<file path="config.mk">
export PLATFORM = sky130hd
export DESIGN_NAME = parking_request_queue
export DESIGN_NICKNAME = d
export VERILOG_FILES = /design/src/rtl/parking_request_queue.sv
export SDC_FILE = /design/constraint.sdc
export NUM_CORES = 1
export LEC_CHECK = 0
export ABC_AREA = 1
export ABC_CLOCK_PERIOD_IN_PS = 4900
export CORE_UTILIZATION = 45
export CTS_BUF_LIST = sky130_fd_sc_hd__clkbuf_4
export DETAILED_ROUTE_END_ITERATION = 10
export PLACE_DENSITY = 0.67
export SETUP_SLACK_MARGIN = 0.4
export SLEW_MARGIN = 10
export SYNTH_ARGS = -nofsm -noshare
export SYNTH_HDL_FRONTEND = slang
export SYNTH_SLANG_ARGS = --single-unit
</file>
<file path="constraint.sdc">
create_clock -name clock -period 4.9 [get_ports clock]
set_input_delay 0.49 -clock clock [delete_from_list [all_inputs] [get_ports clock]]
set_output_delay 0.49 -clock clock [all_outputs]
set_load 0.05 [all_outputs]
</file>
<file path="src/rtl/parking_request_queue.sv">
// Gate-side request queue for the parking-lot controller: a 4-deep FIFO of
// {plate, dir} plus an issue FSM that hands one entry at a time downstream.
module parking_request_queue (
  input  logic        clock,
  input  logic        reset,
  input  logic        req_valid,
  input  logic [15:0] req_plate,
  input  logic        req_dir,
  input  logic        leakage,
  input  logic        ctrl_busy,
  output logic [15:0] license_plate,
  output logic        in_mode,
  output logic        out_mode,
  output logic        req_ready,
  output logic [2:0]  count,
  output logic        full,
  output logic        empty,
  output logic        drop_err
);

  localparam int DEPTH = 4;
  localparam logic [2:0] COUNT_FULL = 3'd4;
  localparam logic [1:0] ACK_LAST = 2'd2;

  typedef enum logic [1:0] {
    IDLE      = 2'd0,
    ISSUE     = 2'd1,
    WAIT_ACK  = 2'd2,
    WAIT_DONE = 2'd3
  } state_t;

  state_t      state_reg, state_next;
  logic [1:0]  ack_cnt_reg, ack_cnt_next;

  logic [15:0] fifo_plate [DEPTH];
  logic        fifo_dir   [DEPTH];
  logic [1:0]  wr_ptr_reg, rd_ptr_reg;
  logic [2:0]  count_reg, count_next;
  logic        full_reg, empty_reg, drop_reg;

  logic [15:0] plate_reg;
  logic        in_mode_reg, out_mode_reg;

  logic [3:0]  nibble_ok;
  logic        plate_ok;
  logic        push, pop, drop, issue_next;

  // A plate is four BCD digits and may not be all zeros.
  genvar gi;
  generate
    for (gi = 0; gi < 4; gi++) begin : g_nibble
      assign nibble_ok[gi] = (req_plate[4*gi +: 4] <= 4'd9);
    end
  endgenerate

  assign plate_ok = (&nibble_ok) && (req_plate != 16'h0000);
  assign push     = req_valid && !full_reg && plate_ok;
  assign drop     = req_valid && !push;
  assign pop      = (state_reg == ISSUE);

  always_comb begin
    count_next = count_reg;
    case ({push, pop})
      2'b10:   count_next = count_reg + 3'd1;
      2'b01:   count_next = count_reg - 3'd1;
      default: count_next = count_reg;
    endcase
  end

  // Storage has no reset: the pointers and count define which slots are live.
  always_ff @(posedge clock) begin
    if (push) begin
      fifo_plate[wr_ptr_reg] <= req_plate;
      fifo_dir[wr_ptr_reg]   <= req_dir;
    end
  end

  always_ff @(posedge clock) begin
    if (!reset) begin
      wr_ptr_reg <= 2'd0;
      rd_ptr_reg <= 2'd0;
      count_reg  <= 3'd0;
      full_reg   <= 1'b0;
      empty_reg  <= 1'b1;
      drop_reg   <= 1'b0;
    end else begin
      if (push) wr_ptr_reg <= wr_ptr_reg + 2'd1;
      if (pop)  rd_ptr_reg <= rd_ptr_reg + 2'd1;
      count_reg <= count_next;
      full_reg  <= (count_next == COUNT_FULL);
      empty_reg <= (count_next == 3'd0);
      drop_reg  <= drop;
    end
  end

  always_comb begin
    state_next   = state_reg;
    ack_cnt_next = ack_cnt_reg;
    case (state_reg)
      IDLE: begin
        if (!empty_reg && !leakage && !ctrl_busy) state_next = ISSUE;
      end
      ISSUE: begin
        state_next   = WAIT_ACK;
        ack_cnt_next = 2'd0;
      end
      WAIT_ACK: begin
        // Controller never went busy: treat as rejected/instant after 3 idle cycles.
        if (ctrl_busy) begin
          state_next = WAIT_DONE;
        end else if (ack_cnt_reg == ACK_LAST) begin
          state_next = IDLE;
        end else begin
          ack_cnt_next = ack_cnt_reg + 2'd1;
        end
      end
      WAIT_DONE: begin
        if (!ctrl_busy) state_next = IDLE;
      end
      default: state_next = IDLE;
    endcase
  end

  always_ff @(posedge clock) begin
    if (!reset) begin
      state_reg   <= IDLE;
      ack_cnt_reg <= 2'd0;
    end else begin
      state_reg   <= state_next;
      ack_cnt_reg <= ack_cnt_next;
    end
  end

  // Command outputs are loaded on the edge entering ISSUE so they line up with it.
  assign issue_next = (state_reg == IDLE) && (state_next == ISSUE);

  always_ff @(posedge clock) begin
    if (!reset) begin
      plate_reg    <= 16'h0000;
      in_mode_reg  <= 1'b0;
      out_mode_reg <= 1'b0;
    end else if (issue_next) begin
      plate_reg    <= fifo_plate[rd_ptr_reg];
      in_mode_reg  <= !fifo_dir[rd_ptr_reg];
      out_mode_reg <= fifo_dir[rd_ptr_reg];
    end else begin
      plate_reg    <= 16'h0000;
      in_mode_reg  <= 1'b0;
      out_mode_reg <= 1'b0;
    end
  end

  assign license_plate = plate_reg;
  assign in_mode       = in_mode_reg;
  assign out_mode      = out_mode_reg;
  assign count         = count_reg;
  assign full          = full_reg;
  assign empty         = empty_reg;
  assign req_ready     = !full_reg;
  assign drop_err      = drop_reg;

endmodule

</file>
==> flow_summary.toml <==
[route]
wl_per_cell_um = 14.3
drtAntennaViolNets = 0
drtIter0Drc = 101
vias = 2493
drt-vias-per-instance = 5.02
drt_pass1_iterations = 4
finalWirelength_um = 7120
drc = 0

[yosys]
synthMuxAreaShare_pct = 0
synth.largest_area_cell = "edfxtp_1"
synthSimpleGateAreaFrac_pct = 12.6
synth_top_family_by_area = "simple AND/OR/NAND/NOR gates"
synth_top_area_share_pct = 52.8
syn_nets = 363
ys_ff_latch = 102
synth_area_per_cell_sq_um = 11.6
ys_types = 23
ys_top_cells_by_area = "edfxtp_1 (53%), dfxtp_1 (18%), nor2_1 (6.3%)"
synth_xor_area_share_pct = 0.680
yosysWarnings = 0
synth_area_sq_um = 3860
synth_fa_ha_area_share_pct = 2.46
ys_seq_area_share_pct = 70.5
syn_inst = 334
synth_compound_area_share_pct = 8.68

[final_layout]
fin_cells = 497
diodes = 0
final_nets = 416
nFillCells = 730
largest_reg_flops = 64
fin_area_sq_um = 4560
regMostFlops = "fifo_plate"
drive_gt1_share_pct = 8.16
area_delta_synth_final_pct = 17.9

[critical_path]
start_kind = "primary input"
max_stage_delay_ns = 0.52
cp_cell_sequence = "clkdlybuf4s50_1 > nor2_1 > nand2_1 > nor2_1 > nand2_1 > nand2_2 > ha_1 > inv_1 > fa_1 > nor2_1 > nor2_1 > nand2_1 > xor2_1 > nand2_1 > nor2_1"
crit_required_ns = 5.27
critPathMaxFanout = 10
critical_path_arrival_ns = 2.77
r2r_setup_slack_ns = 2.89
cp_common_cell = "nor2_1"
crit_type = "primary input to register"
slowest_stage = "clkdlybuf4s50_1"
end_kind = "register"

[clock_tree]
clk_path_buf_depth = 2
cts_sinks = 102
post_cts_buffers = 0
numCtsBuffers = 9
path_clk_slew_ns = 0.15
htreeDepth = 3
clock_latency_ns = 0.43
cts_hold_buffers = 0
cts_resized = 0
clock-root-buffer = "clkbuf_4"
cts_tree = "yes"

[sta]
rsz0062_at_grt = "false"
period_needed_ns = 2.40
setup_viol_count_final = 0
timing.final.crit_share_pct = 48.9
final.setup_skew_ns = 0.0186
tightest_slew_ns = 0.679
finalHoldViolCount = 0
fmax_ghz = 0.417
final_max_slew_viol_count = 0
tns_ns = 0
maxSlewHeadroom_pct = 54.6
fin_hold_ws_ns = 0.546

[global_route]
track_usage_pct = 17.8
grt_pass1_vias = 2321
grt_max_degree = 34
grt_pass1_wl_um = 11700
overflow = 0
antenna_found_initial = 0

[hold_path]
hp-class = "register to register"

[power]
swShare_pct = 24.2
p_leak_nw = 1.75
power_density_nw_per_um2 = 315
p_clk_share_pct = 26.5
switchingPower_mw = 0.348
peakVddDrop_uv = 158
combPwrFrac_pct = 8.1
seq_power_share_pct = 65.3
internal-power_mw = 1.09

[die]
die_x_um = 94.7
rows = 33
ios = 47
design.core.area_sq_um = 8260
dieArea_sq_um = 8960
die_height_um = 94.7
initial_core_util_pct = 46.8

[place]
place_hpwl_um = 4670
gp_congestion = 0.739
dp.cells = 481
placed_area_sq_um = 4440
io_buffers = 46

[job]
maxCapViolCount = 0

[run_status]
status = "completed"
## placed cells by master (no fill, tap or decap), types with 2 or more instances in the layout
master and n:
dfxtp_1 34, inv_1 35, buf_4 5, nand3_1 3
nand2_1 37, clkbuf_4 10, clkdlybuf4s50_1 46, xor2_1 3
ha_1 6, o21ai_0 21, o21ai_1 20, o22ai_1 16
clkinv_2 2, inv_6 3, edfxtp_1 68, a21oi_1 4
nor2_1 65, nor2_2 3, inv_2 3
## logic make-up after synthesis
| logic type | Yosys count |
|---|---|
| buffers and inverters | 47 |
| flip-flops | 102 |
| AND/OR/NAND/NOR | 113 |
| AO/OA/AOI/OAI | 62 |
| XOR/XNOR | 3 |
| adder cells (fa/ha/maj) | 7 |
## through the flow
step                utilization, %  setup slack, ns  power [mW]
CTS                           55.2             2.50        1.45
detailed placement            53.7             2.02        1.08
finish                        55.2             2.50        1.44
global placement              53.7             2.02        1.07
floorplan                        -             2.38        1.03
global route                  55.2             2.23        1.50
## path summary, 6_finish.rpt
check	from	to	cells past startpoint
max reg2reg	full$_SDFF_PN0_	full$_SDFF_PN0_	13
min reg2reg	ack_cnt_reg[1]$_SDFFE_PN0P_	ack_cnt_reg[1]$_SDFFE_PN0P_	2
min	ack_cnt_reg[1]$_SDFFE_PN0P_	ack_cnt_reg[1]$_SDFFE_PN0P_	2
max	req_plate[3]	full$_SDFF_PN0_	15
## routing by layer
metal / vias up / GRT usage (%) / wire [um]
li1: 1234 / - / -
met1: 1197 / 23.8 / 3300
met2: 53 / 28.4 / 3380
met3: 9 / 3.70 / 329
met4: 0 / 7.20 / 106
met5: - / 0 / 0
## cell usage after synthesis (all sizes together)
| cell | instances |
|---|---|
| o22ai | 16 |
| a32o | 1 |
| and2 | 1 |
| buf | 9 |
| inv | 38 |
| a21oi | 4 |
| nand3b | 1 |
| nand2 | 38 |
| o21ai | 41 |
| nand3 | 3 |
| nor2 | 69 |
| nor3 | 1 |
| edfxtp | 68 |
| ha | 6 |
| dfxtp | 34 |
| xor2 | 3 |
| fa | 1 |
## worst max-delay path, delay by kind of cell
family / cells / cell delay (ns)
xor+xnor: 1 / 0.17
fa+ha+maj: 2 / 0.58
buf+inv: 2 / 0.59
simple gates: 10 / 0.95
## area by class of cell
type / count / area (sq um) / share of cell area, %
multi-input combinational: 185 / 943 / 20.7
inverter: 38 / 143 / 3.13
clock inverter: 6 / 43.8 / 0.961
timing repair buffer: 51 / 498 / 10.9
sequential: 102 / 2720 / 59.7
clock buffer: 10 / 75.1 / 1.65
tap: 105 / 131 / 2.88
## power groups by stage
stage               logic (mW)  clock network, mW  registers [mW]
floorplan               0.0521                  0           0.974
global placement         0.116                  0           0.958
detailed placement       0.118                  0           0.958
CTS                      0.118              0.395           0.939
global route             0.130              0.431           0.941
finish                   0.117              0.381           0.939
No activity file was read; power rests on OpenSTA's default activity.
